--- config.mk ---
export PLATFORM = sky130hd
export DESIGN_NAME = fifo_wr_arbiter
export DESIGN_NICKNAME = d
export VERILOG_FILES = /design/src/rtl/fifo_arb_pkg.sv /design/src/rtl/fifo_wr_arbiter_rr_pick.sv /design/src/rtl/fifo_wr_arbiter.sv
export SDC_FILE = /design/constraint.sdc
export NUM_CORES = 1
export LEC_CHECK = 0
export ABC_AREA = 1
export CAP_MARGIN = 20
export CORE_ASPECT_RATIO = 1.4
export CORE_UTILIZATION = 25
export CTS_CLUSTER_DIAMETER = 50
export CTS_CLUSTER_SIZE = 24
export DETAILED_ROUTE_END_ITERATION = 16
export GPL_TIMING_DRIVEN = 0
export PLACE_DENSITY = 0.78
export SETUP_SLACK_MARGIN = 0.3
export SLEW_MARGIN = 30
export SYNTH_ARGS = -nofsm -noshare
export SYNTH_HDL_FRONTEND = slang
export SYNTH_SLANG_ARGS = --single-unit
--- constraint.sdc ---
create_clock -name i_clk -period 3.1 [get_ports i_clk]
set_input_delay 0.62 -clock i_clk [delete_from_list [all_inputs] [get_ports i_clk]]
set_output_delay 0.62 -clock i_clk [all_outputs]
set_load 0.05 [all_outputs]
--- src/rtl/fifo_arb_pkg.sv ---
`default_nettype none
// ============================================================================
// Module   : fifo_arb_pkg
// Brief    : Shared types and sizing helpers for the FIFO write arbiter.
// Revision : 1.0 - initial release
// ============================================================================
package fifo_arb_pkg;

  typedef enum logic [0:0] {
    IDLE = 1'b0,
    OWN  = 1'b1
  } arb_state_e;

  localparam int c_stats_w = 16;

  // Beat counter must be able to hold MAX_BURST itself.
  function automatic int cnt_width(input int max_burst);
    return $clog2(max_burst + 1);
  endfunction

endpackage
`default_nettype wire

--- src/rtl/fifo_wr_arbiter_rr_pick.sv ---
`default_nettype none
// ============================================================================
// Module   : rr_pick
// Brief    : Combinational round-robin picker; first request after i_last.
// Revision : 1.0 - initial release
// ============================================================================
module rr_pick #(
  parameter int NUM_REQ = 4,
  parameter int IDX_W   = $clog2(NUM_REQ)
) (
  input  logic [NUM_REQ-1:0] i_req,
  input  logic [IDX_W-1:0]   i_last,
  output logic [IDX_W-1:0]   o_pick,
  output logic               o_any
);

  always_comb begin
    int w_j;
    o_pick = '0;
    o_any  = 1'b0;
    w_j    = 0;
    // Scan last+1 .. last+NUM_REQ, wrapping; the previous owner comes last.
    for (int i = 1; i <= NUM_REQ; i++) begin
      w_j = int'(i_last) + i;
      if (w_j >= NUM_REQ) w_j = w_j - NUM_REQ;
      if (!o_any && i_req[w_j]) begin
        o_any  = 1'b1;
        o_pick = IDX_W'(w_j);
      end
    end
  end

endmodule
`default_nettype wire

--- src/rtl/fifo_wr_arbiter.sv ---
`default_nettype none
// ============================================================================
// Module   : fifo_wr_arbiter
// Brief    : Round-robin burst arbiter sharing one FIFO write port.
//            Optional per-requester beat counters: FIFO_WR_ARBITER_STATS_EN.
// Revision : 1.0 - initial release
// ============================================================================
module fifo_wr_arbiter
  import fifo_arb_pkg::*;
#(
  parameter int NUM_REQ    = 4,
  parameter int DATA_WIDTH = 32,
  parameter int MAX_BURST  = 4
) (
  input  logic                          i_clk,
  input  logic                          i_rst,
  input  logic [NUM_REQ-1:0]            i_req_valid,
  input  logic [NUM_REQ*DATA_WIDTH-1:0] i_req_data,
  output logic [NUM_REQ-1:0]            o_req_ready,
  output logic [NUM_REQ-1:0]            o_grant,
  output logic                          o_busy,
  output logic                          o_fifo_write,
  output logic [DATA_WIDTH-1:0]         o_fifo_data,
  input  logic                          i_fifo_full
`ifdef FIFO_WR_ARBITER_STATS_EN
  ,
  output logic [NUM_REQ*c_stats_w-1:0]  o_beat_cnt,
  input  logic                          i_stats_clr
`endif
);

  localparam int c_idx_w = $clog2(NUM_REQ);
  localparam int c_cnt_w = cnt_width(MAX_BURST);

  arb_state_e         r_state, w_state_nxt;
  logic [c_idx_w-1:0] r_owner, w_owner_nxt;
  logic [c_idx_w-1:0] r_last,  w_last_nxt;
  logic [c_cnt_w-1:0] r_cnt,   w_cnt_nxt;
  logic [c_cnt_w-1:0] w_cnt_inc;

  logic [c_idx_w-1:0] w_pick;
  logic               w_any;
  logic               w_own;
  logic [NUM_REQ-1:0] w_owner_oh;
  logic               w_owner_valid;
  logic               w_xfer;

  rr_pick #(
    .NUM_REQ (NUM_REQ),
    .IDX_W   (c_idx_w)
  ) u_pick (
    .i_req  (i_req_valid),
    .i_last (r_last),
    .o_pick (w_pick),
    .o_any  (w_any)
  );

  assign w_own         = (r_state == OWN);
  assign w_owner_oh    = w_own ? (NUM_REQ'(1) << r_owner) : '0;
  assign w_owner_valid = |(i_req_valid & w_owner_oh);
  assign w_xfer        = w_owner_valid & ~i_fifo_full;
  assign w_cnt_inc     = r_cnt + 1'b1;

  assign o_grant      = w_owner_oh;
  assign o_busy       = w_own;
  assign o_req_ready  = i_fifo_full ? '0 : w_owner_oh;
  assign o_fifo_write = w_xfer;
  // Non-owner slices never reach the output, even when X.
  assign o_fifo_data  = w_xfer ? i_req_data[r_owner*DATA_WIDTH +: DATA_WIDTH]
                               : '0;

  always_ff @(posedge i_clk or posedge i_rst) begin
    if (i_rst) begin
      r_state <= IDLE;
      r_owner <= '0;
      r_cnt   <= '0;
      r_last  <= c_idx_w'(NUM_REQ - 1);
    end else begin
      r_state <= w_state_nxt;
      r_owner <= w_owner_nxt;
      r_cnt   <= w_cnt_nxt;
      r_last  <= w_last_nxt;
    end
  end

  always_comb begin
    w_state_nxt = r_state;
    w_owner_nxt = r_owner;
    w_cnt_nxt   = r_cnt;
    w_last_nxt  = r_last;
    case (r_state)
      IDLE: begin
        if (w_any) begin
          w_state_nxt = OWN;
          w_owner_nxt = w_pick;
          w_cnt_nxt   = '0;
        end
      end
      OWN: begin
        if (!w_owner_valid) begin
          w_state_nxt = IDLE;
          w_last_nxt  = r_owner;
          w_cnt_nxt   = '0;
        end else if (w_xfer) begin
          if (w_cnt_inc == c_cnt_w'(MAX_BURST)) begin
            w_state_nxt = IDLE;
            w_last_nxt  = r_owner;
            w_cnt_nxt   = '0;
          end else begin
            w_cnt_nxt = w_cnt_inc;
          end
        end
      end
      default: w_state_nxt = IDLE;
    endcase
  end

`ifdef FIFO_WR_ARBITER_STATS_EN
  generate
    for (genvar k = 0; k < NUM_REQ; k++) begin : g_stats
      logic [c_stats_w-1:0] r_beats;

      always_ff @(posedge i_clk or posedge i_rst) begin
        if (i_rst) begin
          r_beats <= '0;
        end else if (i_stats_clr) begin
          r_beats <= '0;
        end else if (w_xfer && (r_owner == c_idx_w'(k)) && (r_beats != '1)) begin
          r_beats <= r_beats + 1'b1;
        end
      end

      assign o_beat_cnt[k*c_stats_w +: c_stats_w] = r_beats;
    end
  endgenerate
`endif

endmodule
`default_nettype wire

---- Word-level counts from Yosys, hierarchy flattened ----
Cells that the tools add are included.
storage, ports and cells
  flip-flop bits (word level) ............. 8
  latch bits .............................. 0
  memory bits (writable) .................. 0
  memory bits (read-only) ................. 0
  output and inout port bits .............. 42
  logic and storage cells ................. 82
  memories ................................ 0
cells by class
  $add $sub $neg .......................... 9
  multipliers ............................. 0
  div/mod/pow operators ................... 0
  $lt $le $gt $ge ......................... 8
  equality and inequality tests ........... 5
  shifts and indexed selects .............. 2
  multiplexer cells ....................... 40
  bitwise gates (word level) .............. 4
  reduce and logical (&&, ||, !) cells .... 10
operators with widths
  kind                   number
  $mux 32                5
  $ge 32x4->1 const B    4
  $lt 32x4->1 const B    4
  $shiftx 128x8->32      1
  $sub 32x4->32 const B  4
  $mux 1                 16
  $mux 2                 7
  $mux 3                 4
  $bmux 1 s2             4
  $mux 4                 2
  $add 2x2->3 const B    2
  $ne 2x1->1 const B     3
  $pmux 3 s2             1
  $add 2x3->4 const B    1
  $and 4x4->4            1
  $reduce_and 2->1       2
  $reduce_or 4->1        1
  $shl 1x2->4 const A    1
  $add 2x1->3 const B    1
  $add 3x1->3 const B    1
  $eq 3x3->1 const B     1
  $logic_and 1x1->1      3
  $logic_not 1->1        3
  $ne 3x2->1 const B     1
  4 further kinds        5

---- Depth between registers and ports, before layout ----
Gate-level depths: netlist (run 1).
  depth in word-level cells ............... 18
  depth in mapped cells ................... 12
  gate-level depth less buffers ........... 11

---- Hierarchy ----
From an unflattened synthesis (run 1), not the netlist that was laid out.
unflattened totals
  cells, all modules ...................... 272
  area, all modules ....................... 2,105.8 µm²
modules (own cells, without submodules)
  module           instances  cells each  area an instance (µm²)
  fifo_wr_arbiter  1          220         1,834.3
  rr_pick          1          52          271.5

---- Least setup slack after synthesis (run 1) ----
No wires, ideal clock.
  kind .................................... reg2out
  start point ............................. reg r_state (netlist: o_busy)
  end point ............................... out o_fifo_data[0]
  data arrival time ....................... 2.792 ns
  data required time ...................... 2.480 ns
  slack ................................... -0.312 ns
  stages on the path, launching flop included .. 10
  cells stage by stage .................... dfrtp_1 > buf_4 > inv_2 > nor2_2 > nand2_1 > nand2_2 > nor2_4 > nor2_8 > inv_4 > a31oi_1
on the way
  longest elaborated chain between the ends .. 5
RTL lines
  what                    RTL line               text
  from (decl)             fifo_wr_arbiter.sv:35  arb_state_e r_state, w_state_nxt;
  from (signal assigned)  fifo_wr_arbiter.sv:79  r_state <= w_state_nxt;
  $mux 4                  fifo_wr_arbiter.sv:59  assign w_owner_oh = w_own ? (NUM_REQ'(1) << r_owner) : '0;
  via o_grant[3]          fifo_wr_arbiter.sv:20  output logic [NUM_REQ-1:0] o_grant,
  $and 4x4->4             fifo_wr_arbiter.sv:60  assign w_owner_valid = |(i_req_valid & w_owner_oh);
  $reduce_or 4->1         fifo_wr_arbiter.sv:60
  $and 1x1->1             fifo_wr_arbiter.sv:61  assign w_xfer = w_owner_valid & ~i_fifo_full;
  via o_fifo_write        fifo_wr_arbiter.sv:22  output logic o_fifo_write,
  $mux 32                 fifo_wr_arbiter.sv:69  assign o_fifo_data = w_xfer ? i_req_data[r_owner*DATA_WIDTH +: DATA_WIDTH]
  to (decl)               fifo_wr_arbiter.sv:23  output logic [DATA_WIDTH-1:0] o_fifo_data,
The timed path passes the listed nets, and every way through them passes these cells.

---- Final worst setup path (run 1) ----
  start point ............................. reg r_owner[0]
  end point ............................... out o_fifo_data[0]
on the way
  longest elaborated chain between the ends .. 6
RTL lines
  what                                                       RTL line               text
  from (decl)                                                fifo_wr_arbiter.sv:36  logic [c_idx_w-1:0] r_owner, w_owner_nxt;
  from (signal assigned)                                     fifo_wr_arbiter.sv:80  r_owner <= w_owner_nxt;
  branches (longest 5 deep; another with $shiftx 128x8->32)  --
  $mux 32 (*)                                                fifo_wr_arbiter.sv:69
Mark *: on every way between the ends.

==> results of run 1 <==
## metrics by stage
| stage | worst slack (ns) | hold WS, ns | TNS, ns | cells |
|---|---|---|---|---|
| 2_1_floorplan | 0.2554 | 0.4342 | 0 | 274 |
| 3_3_place_gp | -0.3930 | 0.5077 | -10.41 | 550 |
| 3_5_place_dp | -0.4078 | 0.5181 | -11.18 | 550 |
| 4_1_cts | 0.1088 | 0.5257 | 0 | 554 |
| 5_1_grt | 0.3071 | 0.5554 | 0 | 554 |
| 6_report | 0.4420 | 0.5194 | 0 | 554 |
## placed cells by master (no fill, tap or decap), drive strengths merged, types with 9 or more instances in the layout
| cell type | netlist | final |
|---|---|---|
| a22oi | 32 | 32 |
| a31oi | 32 | 32 |
| buf | 8 | 40 |
| clkbuf | 11 | 14 |
| clkdlybuf4s50 | 0 | 133 |
| dlygate4sd2 | 0 | 9 |
| inv | 19 | 19 |
| nand2 | 119 | 119 |
| nand3 | 15 | 15 |
| nor2 | 13 | 13 |
## final cells by class
type | count | area [um2] | share of cell area [%]
Timing Repair Buffer | 176 | 1725 | 43.19
Multi-Input combinational cell | 228 | 1665 | 41.69
Sequential cell | 8 | 203.9 | 5.105
Buffer | 19 | 151.4 | 3.790
Tap cell | 100 | 125.1 | 3.132
Inverter | 19 | 78.83 | 1.973
Clock buffer | 4 | 45.04 | 1.127
## critical path, delay by kind of cell (launching register included)
family | cells | cell delay (ns)
DFF | 1 | 0.43
AOI/OAI and AO/OA | 1 | 0.14
and+or+nand+nor | 2 | 0.28
buffers and inverters | 4 | 0.97
## registers in the layout, indices dropped and copies added, names as in the netlist
name / cells
r_owner: 2
r_last: 2
o_busy: 1
r_cnt: 3
## power breakdown
group	internal [mW]	leakage (nW)	switching (mW)
Clock	0.0889	0.0228	0.0386
Sequential	0.157	0.0967	0.0391
Combinational	0.921	1.43	1.81
## cells by family (layout without fill, tap and decap cells)
group / Yosys count / count (layout) / synth area share, %
and+or+nand+nor: 156 / 156 / 33.23
adders and majority gates: 2 / 2 / 1.240
xor gates and xnor gates: 1 / 1 / 0.4341
buffers and inverters: 38 / 218 / 9.671
AOI/OAI and AO/OA: 69 / 69 / 45.38
DFF: 8 / 8 / 10.04
## what timing repair did
item / in CTS / in global routing
cloned: 0 / 0
endpoints found under the setup margin: 39 / 33
resized for setup: 208 / 18
hold buffers: 0 / 0
## final timing paths
path | start | to | slack (ns) | cells past startpoint
max | r_owner[0]$_DFFE_PP0P_ | o_fifo_data[0] | 0.44 | 7
min | r_last[1]$_DFFE_PP1P_ | r_last[1]$_DFFE_PP1P_ | 0.52 | 2
max reg2reg | r_last[0]$_DFFE_PP1P_ | r_owner[1]$_DFFE_PP0P_ | 1.29 | 12
min reg2reg | r_last[1]$_DFFE_PP1P_ | r_last[1]$_DFFE_PP1P_ | 0.52 | 2
max in group asynchronous | i_rst | r_last[0]$_DFFE_PP1P_ | 2.18 | 2
min in group asynchronous | i_rst | r_cnt[2]$_DFFE_PP0P_ | 0.63 | 2
## layer usage
metal / routed length (um) / GRT usage (%) / vias to the layer above
met3: 899 / 5.992 / 10
met2: 4772 / 40.33 / 128
met4: 103 / 4.233 / 0
li1: - / - / 1315
met1: 3081 / 20.78 / 1245
met5: 0 / 0 / -
==> results.cfg, run 1 <==
[clocking]
cts.sinks = 8
cts.path.max_buffers = 2
clk_latency_ns = 0.22
htreeDepth = 1
cts_tree = done
postCtsSetupBuffers = 0
cts_root_buf = clkbuf_8
cts_buffers = 3
clk_pin_slew_ns = 0.04

[timing]
post-route-period-util_pct = 85.74
max_slew_margin_pct = 66.59
drv_slew = 0
fin_crit_ns = 2.658
fin_skew_ns = 0.004102
hold_viol = 0
fmax_mhz = 376.2
tightest_slew_ns = 0.4996
rsz0062_at_grt = no
finalSetupViolCount = 0

[critical_path]
cp.arrival_ns = 2.04
start_kind = register
cpMostUsedCell = nand2_1
critPathKind = reg -> out
crit_path_end_kind = output pin
cp_max_fo = 10
critPathSlowestCell = dfrtp_1
worstPathCellList = inv_2 > nand2_1 > inv_1 > buf_2 > nand2_1 > a31oi_4 > clkdlybuf4s15_2
max_stage_delay_ns = 0.43
required_ns = 2.48

[die]
core_area_um2 = 7797
ios = 177
dieHeight_um = 108.3
dieWidth_um = 77.94
rows = 38
initial_core_util_pct = 25.88
die_area_um2 = 8441

[pwr]
power_density_nw_per_um2 = 765.5
vdd_ir_drop_max_uv = 481.6
p_leak_nw = 1.554
p_total_mw = 3.058

[flow_run]
max-cap-violations = 0

[global_route]
grt-ovfl-total = 0
track_usage_pct = 20.35
grt_pass1_wl_mm = 13.55
grt_pass1_vias = 2751
antenna_found_initial = 0
grt_max_degree = 11

[drt]
drt_wl_total_mm = 8.857
vias_per_cell = 4.870
drt_iter0_markers = 95
ant_nets = 0
post-route-drc-count = 0
routedWlPerCell_um = 15.99
dr_total_vias = 2698
first_pass_iters = 4

[placement]
dp_hpwl_mm = 7.508
postPlaceCellArea_um2 = 3968
gp_congestion = 0.8991
port-buffer-count = 176

[synth]
yosysWarnings = 0
async_reset_ff_share_pct = 100.0
yosysTopAreaCell = a31oi_4
synth_edf_count = 0
synth_common_cells = nand2_1 (117), a22oi_1 (32), a31oi_4 (30)
synth-main-ff-cell = dfrtp_1
ys_seq_elements = 8
synth.top_cells.by_area = a31oi_4 (32%), nand2_1 (22%), a22oi_1 (12%), dfrtp_1 (7.4%), nand3_1 (3.7%)
synth.distinct_cells = 27
synth.avg_cell_area_um2 = 7.366
yosysSeqAreaShare_pct = 10.04
synth_most_common_cell = nand2_1
synthesis.area_um2 = 2018
synth_top_area_share_pct = 31.62
synth_nets = 411
syn-instance-count = 274

[cells_and_area]
antenna_cells = 0
area_growth_pct = 97.95
fillers = 763
fin_nets = 592
design_area_um2 = 3995
drive_above_1_share_pct = 22.69
fin_util_pct = 51.24

[worst_hold_path]
hold_path.class = reg -> reg

[run_status]
outcome = finished, final reports clean
No activity file was read; power rests on OpenSTA's default activity.
==> inputs of run 2 (changes only) <==
Settings changed: CORE_MARGIN from default to 5, TNS_END_PERCENT from default to 20.
==> results.cfg, run 2 (same netlist as run 1, synthesis figures left out) <==
[die]
rows = 38
ios = 177
die_area_um2 = 9995
dieHeight_um = 116.3
initial_core_util_pct = 25.88
dieWidth_um = 85.94
core_area_um2 = 7797

[clocking]
cts_root_buf = clkbuf_8
cts_tree = done
clk_latency_ns = 0.24
htreeDepth = 1
cts.path.max_buffers = 2
cts.sinks = 8
cts_buffers = 3
clk_pin_slew_ns = 0.05
postCtsSetupBuffers = 0

[placement]
pre_cts_ws_ns = -0.4001
post-place-cells = 550
port-buffer-count = 176
gp_congestion = 0.8483
postPlaceCellArea_um2 = 3968
dp_hpwl_mm = 8.363

[worst_hold_path]
hold_path.class = reg -> reg
holdPathStages = 2

[pwr]
p_sw_share_pct = 62.07
power_density_nw_per_um2 = 757.0
clockPowerShare_pct = 4.4
vdd_ir_drop_max_uv = 600.3
p_leak_nw = 1.491
power.switching_mw = 1.897
p_seq_share_pct = 6.3
comb_power_share_pct = 89.2
internal_power_mw = 1.159
p_total_mw = 3.056

[global_route]
antenna_found_initial = 0
grt_pass1_wl_mm = 14.59
grt_max_degree = 11
met2_usage_pct = 35.72
track_usage_pct = 18.41
grt_pass1_vias = 2884
grt-ovfl-total = 0
busiest_layer = met2
grt_util_met1_pct = 18.72
use_met3_pct = 5.081

[drt]
routedWlPerCell_um = 17.79
drt_iter0_markers = 90
vias_per_cell = 4.924
ant_nets = 0
first_pass_iters = 4
drt_wl_total_mm = 9.858
post-route-drc-count = 0
dr_total_vias = 2728

[critical_path]
r2r_cells = 12
required_ns = 2.48
critPathKind = in -> out
worstPathCellList = clkdlybuf4s50_1 > nand2_1 > nand2_2 > nor2_4 > nor2_8 > inv_6 > buf_12 > a31oi_4 > clkdlybuf4s15_2
cp_max_fo = 10
critPathSlowestCell = clkdlybuf4s50_1
crit_path_end_kind = output pin
max_stage_delay_ns = 0.54
start_kind = input pin
cp.arrival_ns = 2.35

[cells_and_area]
fillers = 757
design_area_um2 = 4038
regMostFlops = r_cnt
final_common_cell = clkdlybuf4s50_1
area_growth_pct = 100.1
antenna_cells = 0
biggestRegsByFlops = r_cnt (3), r_last (2), r_owner (2)
drive_above_1_share_pct = 22.03
fin_nets = 592
final_cell_mix = clkdlybuf4s50_1 (139), nand2_1 (116), a22oi_1 (32), a31oi_4 (32), clkdlybuf4s15_2 (24)
instances_no_fill = 554
largest_reg_flops = 3

[timing]
max_slew_margin_pct = 63.55
fin_crit_ns = 2.970
post-route-period-util_pct = 95.81
finalWorstSetupSlack_ns = 0.1298
hold_viol = 0
drv_slew = 0
setup_tns_ns = 0
finalSetupViolCount = 0
fin_skew_ns = 0.006334
fmax_mhz = 336.7
tightest_slew_ns = 0.5489
rsz0062_at_grt = yes

[flow_run]
max-cap-violations = 0

[run_status]
outcome = finished, final reports clean
[run 2: worst paths after layout]
check	startpoint	end	slack, ns
max in group asynchronous	i_rst	r_last[0]$_DFFE_PP1P_	2.19
hold / removal	r_cnt[2]$_DFFE_PP0P_	r_cnt[2]$_DFFE_PP0P_	0.52
setup / recovery	i_req_valid[3]	o_fifo_data[18]	0.13
hold reg to reg	r_cnt[2]$_DFFE_PP0P_	r_cnt[2]$_DFFE_PP0P_	0.52
setup reg to reg	r_last[0]$_DFFE_PP1P_	r_owner[1]$_DFFE_PP0P_	1.33
min in group asynchronous	i_rst	r_cnt[0]$_DFFE_PP0P_	0.62
[run 2: worst max-delay path, delay by kind of cell]
| kind | cells | cell delay, ns |
|---|---|---|
| AOI/OAI and AO/OA | 1 | 0.14 |
| buffers and inverters | 4 | 1.18 |
| and+or+nand+nor | 4 | 0.39 |
[run 2: final cells by class]
type	count	area, um2	area share, %
inverter	19	78.83	1.952
timing repair buffer	176	1777	44.00
clock buffer	4	45.04	1.116
multi-input combinational	228	1658	41.06
buffer	19	150.1	3.719
tap	100	125.1	3.099
sequential	8	203.9	5.051
[run 2: what timing repair did]
action / CTS / global route
gates cloned: 0 / 0
resized for setup: 119 / 12
hold buffers: 0 / 0
setup endpoints to repair: 39 / 39
[run 2: metal layers]
| metal | part of all wire [%] | vias to the layer above |
|---|---|---|
| met3 | 10 | 23 |
| li1 | - | 1316 |
| met5 | 0 | - |
| met1 | 34 | 1246 |
| met2 | 53 | 143 |
| met4 | 3.2 | 0 |
[run 2: per-stage QoR]
stage,util (%),hold slack (ns)
final,51.78,0.5227
after global routing,51.78,0.5621
after CTS,51.70,0.5252
after detailed placement,50.88,0.5198
after global placement,50.88,0.5030
after floorplan,-,0.4342
[run 2: power by group through the flow]
| stage | sequential [mW] | combinational [mW] | clock (mW) |
|---|---|---|---|
| floorplan | 0.210 | 1.95 | 0 |
| global placement | 0.191 | 2.71 | 0 |
| detailed placement | 0.194 | 2.75 | 0 |
| CTS | 0.194 | 2.74 | 0.137 |
| global route | 0.202 | 2.93 | 0.143 |
| finish | 0.194 | 2.73 | 0.135 |
